## config.mk

```make
export PLATFORM = sky130hd
export DESIGN_NAME = serial_divider_ctrl
export DESIGN_NICKNAME = d
export VERILOG_FILES = /design/src/rtl/serial_divider_ctrl.sv
export SDC_FILE = /design/constraint.sdc
export NUM_CORES = 1
export LEC_CHECK = 0
export ABC_CLOCK_PERIOD_IN_PS = 5630
export BUFFER_PORTS_ARGS = -buffer_cell sky130_fd_sc_hd__buf_2
export CAP_MARGIN = 0
export CORE_MARGIN = 2
export CORE_UTILIZATION = 50
export DETAILED_ROUTE_END_ITERATION = 12
export HOLD_SLACK_MARGIN = 0.15
export PLACE_DENSITY = 0.76
export SYNTH_ARGS = -nofsm -noshare
export SYNTH_HDL_FRONTEND = slang
export SYNTH_SLANG_ARGS = --single-unit
```

## constraint.sdc

```tcl
create_clock -name clk_i -period 5.63 [get_ports clk_i]
set_input_delay 0.8445 -clock clk_i [delete_from_list [all_inputs] [get_ports clk_i]]
set_output_delay 0.8445 -clock clk_i [all_outputs]
set_load 0.01 [all_outputs]
```

## src/rtl/serial_divider_ctrl.sv

```systemverilog
// Sequencer for an unsigned restoring shift-subtract divider.
// One quotient bit per clock. Results are held on the outputs until the next
// completion or reset. Divide-by-zero completes in a single cycle with a
// defined result, and an abort drops the running operation silently.
module serial_divider_ctrl #(
    parameter int XLEN = 32
) (
    input  logic            clk_i,
    input  logic            reset_ni,
    input  logic            start_i,
    input  logic            abort_i,
    input  logic [XLEN-1:0] dividend_i,
    input  logic [XLEN-1:0] divisor_i,
    output logic            busy_o,
    output logic            done_o,
    output logic            dbz_o,
    output logic [XLEN-1:0] quotient_o,
    output logic [XLEN-1:0] remainder_o
);
    localparam int CNTW = $clog2(XLEN);

    typedef enum logic [1:0] {S_IDLE, S_RUN, S_DONE} state_t;

    state_t          state_q, state_d;
    logic [XLEN-1:0] dvd_q, dsr_q, rem_q, quo_q;
    logic [CNTW-1:0] cnt_q;

    logic [XLEN:0]   trial, diff;
    logic            take;
    logic [XLEN-1:0] rem_next, quo_next;
    logic            accept, step, last;

    // One restoring step. The compare is XLEN+1 bits wide so that divisors
    // above 2^(XLEN-1) cannot overflow the trial subtraction.
    always_comb begin
        trial    = {rem_q, dvd_q[XLEN-1]};
        diff     = trial - {1'b0, dsr_q};
        take     = (trial >= {1'b0, dsr_q});
        rem_next = take ? diff[XLEN-1:0] : trial[XLEN-1:0];
        quo_next = {quo_q[XLEN-2:0], take};
    end

    // Next-state logic. Start is honoured in IDLE and DONE only, and abort
    // takes priority over the iteration step in RUN.
    always_comb begin
        state_d = state_q;
        accept  = 1'b0;
        step    = 1'b0;
        last    = 1'b0;
        case (state_q)
            S_IDLE, S_DONE: begin
                state_d = S_IDLE;
                if (start_i) begin
                    accept  = 1'b1;
                    state_d = (divisor_i != '0) ? S_RUN : S_DONE;
                end
            end
            S_RUN: begin
                if (abort_i) begin
                    state_d = S_IDLE;
                end else begin
                    step = 1'b1;
                    if (cnt_q == '0) begin
                        last    = 1'b1;
                        state_d = S_DONE;
                    end
                end
            end
            default: state_d = S_IDLE;
        endcase
    end

    // State register.
    always_ff @(posedge clk_i or negedge reset_ni) begin
        if (!reset_ni) state_q <= S_IDLE;
        else           state_q <= state_d;
    end

    // Working registers. They are loaded on accept and advanced once per RUN cycle.
    always_ff @(posedge clk_i or negedge reset_ni) begin
        if (!reset_ni) begin
            dvd_q <= '0;
            dsr_q <= '0;
            rem_q <= '0;
            quo_q <= '0;
            cnt_q <= '0;
        end else if (accept && divisor_i != '0) begin
            dvd_q <= dividend_i;
            dsr_q <= divisor_i;
            rem_q <= '0;
            quo_q <= '0;
            cnt_q <= CNTW'(XLEN - 1);
        end else if (step) begin
            dvd_q <= {dvd_q[XLEN-2:0], 1'b0};
            rem_q <= rem_next;
            quo_q <= quo_next;
            cnt_q <= cnt_q - CNTW'(1);
        end
    end

    // Result registers. They change only on the edge that enters DONE.
    always_ff @(posedge clk_i or negedge reset_ni) begin
        if (!reset_ni) begin
            quotient_o  <= '0;
            remainder_o <= '0;
            dbz_o       <= 1'b0;
        end else if (accept && divisor_i == '0) begin
            quotient_o  <= '1;
            remainder_o <= dividend_i;
            dbz_o       <= 1'b1;
        end else if (last) begin
            quotient_o  <= quo_next;
            remainder_o <= rem_next;
            dbz_o       <= 1'b0;
        end
    end

    assign busy_o = (state_q == S_RUN);
    assign done_o = (state_q == S_DONE);

endmodule

```

==> flow_summary_export.csv <==
group,metric,value,unit
detailed_routing,ant_nets,0,
timing,fin_crit,3700,ps
yosys,synth_cell_types,65,
detailed_routing,drt_iter0_drc,882,
layout,final_cells,1517,
yosys,synth-seq-cells,199,
timing,max-slew-margin-rel,0.379,
detailed_routing,via_per_inst,5.87,
pwr,p_total,5490,µW
pwr,p_per_area,471,nW/µm²
clocking,clkLatencyLatePin,440,ps
placed_design,place_inst,1484,
worst_setup_path,endpoint_kind,"flop",
detailed_routing,finalWirelength,27.5,mm
yosys,synthesis.nets,1244,
layout,multiInputGateArea,4780,µm²
die,dieHeight,147,µm
run_status,status,"complete, no violations",
yosys,synth_cells,1141,
clocking,cts_made_buffers,17,
timing,finalSetupTns,0,ps
layout,regArea,4980,µm²
pwr,vdd_drop_max,0.000247,V
placed_design,gp_congestion,0.909,
worst_setup_path,cp.arrival,4010,ps
global_route,track_usage,0.258,
clocking,cts.repair.resized,0,
detailed_routing,vias,8908,
yosys,yosys_warnings,0,
die,core-area,20100,µm²
layout,layout_common_cells,"nand2_1, dfrtp_1, o21ai_0",
yosys,synth_area,10200,µm²
clocking,root_buffer,"clkbuf_16",
flow_run,max-cap-violations,0,
timing,hold_viol_final,0,
layout,mostFrequentLayoutCell,"nand2_1",
global_route,grt_max_degree,99,
timing,slew_viol_final,0,
global_route,grt_pass1_wl,44.4,mm
detailed_routing,drc,0,
clocking,hold_buffers,0,
worst_setup_path,crit_chain,"ha_1 -> nand3_1 -> o21bai_1 -> a211o_1 -> a21boi_1 -> a31o_2 -> a31o_1 -> buf_4 -> mux2i_1 -> o21ai_0",
yosys,syn_area_per_cell,8.92,µm²
clocking,cts_sinks,199,
detailed_routing,wl_per_cell,18.1,µm
yosys,synth_edf_count,0,
clocking,post-cts-setup-buffers,0,
worst_setup_path,required,5940,ps
die,dieWidth,147,µm
timing,worst_clock_skew,9.66,ps
worst_setup_path,cpPeakStageDelay,730,ps
die,dieArea,21500,µm²
clocking,clkTransAtPathRegs,80,ps
timing,max_freq,0.270,GHz
timing,rsz0062_at_grt,"no",
timing,period_share,0.657,
placed_design,hpwlAfterDp,19.1,mm
layout,final_nets,1336,
global_route,grt_pass1_vias,8335,
worst_setup_path,critPathSlowestCell,"a31o_1",
placed_design,io_buffers,134,
worst_setup_path,start_kind,"flop",
layout,fin_util,0.579,
layout,final_layout_size_suffix_gt1_frac,0.157,
yosys,async_flop_share,1.00,
timing,fin_hold_ws,464,ps
clocking,cts.path.max_buffers,2,
layout,n_fill_cell,1782,
min_path,hold_path.class,"primary input to async pin",
yosys,ys_seq_area_frac,0.489,
die,row_count,52,
global_route,antenna_found_initial,1,
worst_setup_path,cp_max_fo,17,
worst_setup_path,path_class,"flop to flop",
timing,worstMarginPinSlew,928,ps
die,initial_core_util,0.506,
clocking,htree_levels,4,
yosys,synth_flop_cell,"dfrtp_1",
pwr,leakagePower,0.00571,µW
detailed_routing,drt_pass1_iterations,6,
die,num_io_pins,135,
global_route,gr-total-overflow,0,
clocking,cts_tree,"done",
timing,setup_viol,0,
layout,area_growth,14.3,%
## layout make-up
cell class	instances	area share
flip-flops and latches	199	0.428
multi-input cells	830	0.410
inverters	38	0.0123
well taps	270	0.0290
clock buffers	17	0.0366
clock inverters	15	0.0168
diodes	1	0.000215
repair buffers	147	0.0668
## critical path, delay by kind of cell, from the launching register on
kind	cells	cell delay, ps
AOI/OAI and AO/OA	6	2020
DFF	1	410
adders and majority gates	1	390
buffers and inverters	1	320
muxes	1	300
and+or+nand+nor	1	120
## where the power goes
group | switching, µW | internal, µW
combinational | 1510 | 886
clock | 648 | 613
sequential | 187 | 1640
## routing by layer
layer,vias up,wire [µm],track usage,part of all wire
met2,344,12100,0.378,0.44
li1,4206,-,-,-
met1,4316,12900,0.392,0.47
met3,42,1850,0.0475,0.067
met5,-,0,0,0
met4,0,650,0.0796,0.024
## cell usage after synthesis, types with 10 or more instances
library cell	count	area share
ha_1	34	0.042
mux2i_1	20	0.020
clkbuf_1	64	0.024
dfrtp_1	199	0.49
nor3_1	11	0.0054
o21ai_0	160	0.079
nand3_1	43	0.021
xor2_1	11	0.0095
nor4_1	12	0.0074
a21o_1	10	0.0074
o21ai_1	12	0.0059
xnor2_1	17	0.015
nand2_1	261	0.096
a21oi_1	37	0.018
a22oi_1	51	0.038
inv_1	38	0.014
nor2_1	31	0.011
a31oi_1	15	0.0092
## path summary, 6_finish.rpt
path | start | to | slack [ps] | depth (start not counted)
worst min register to register | quo_q[30] | quotient_o[31] | 480 | 2
worst min-delay path | reset_ni | dvd_q[6] | 460 | 1
max in group asynchronous | reset_ni | dsr_q[29] | 3910 | 2
worst max-delay path | rem_q[2] | remainder_o[2] | 1930 | 10
worst max register to register | rem_q[2] | remainder_o[2] | 1930 | 10
min in group clk_i | quo_q[30] | quotient_o[31] | 480 | 2
## cell families after synthesis
logic type | synth area share
flip-flops | 0.489
buffers and inverters | 0.0439
AND/OR/NAND/NOR | 0.167
adder cells (fa/ha/maj) | 0.0438
AO/OA/AOI/OAI | 0.210
multiplexers | 0.0219
XOR/XNOR | 0.0241
## registers in the layout, indices dropped and copies added (netlist names)
register     count
cnt_q            5
dvd_q           32
dbz_o            1
state_q          2
quotient_o      32
dsr_q           32
quo_q           31
remainder_o     32
rem_q           32
## through the flow
step | cell area [µm²] | setup slack (ps)
3_3_place_gp | 11000 | 2070
4_1_cts | 11600 | 1980
2_1_floorplan | 10200 | 2790
3_5_place_dp | 11000 | 1990
5_1_grt | 11600 | 1670
6_report | 11600 | 1930
No activity file was read; power rests on OpenSTA's default activity.
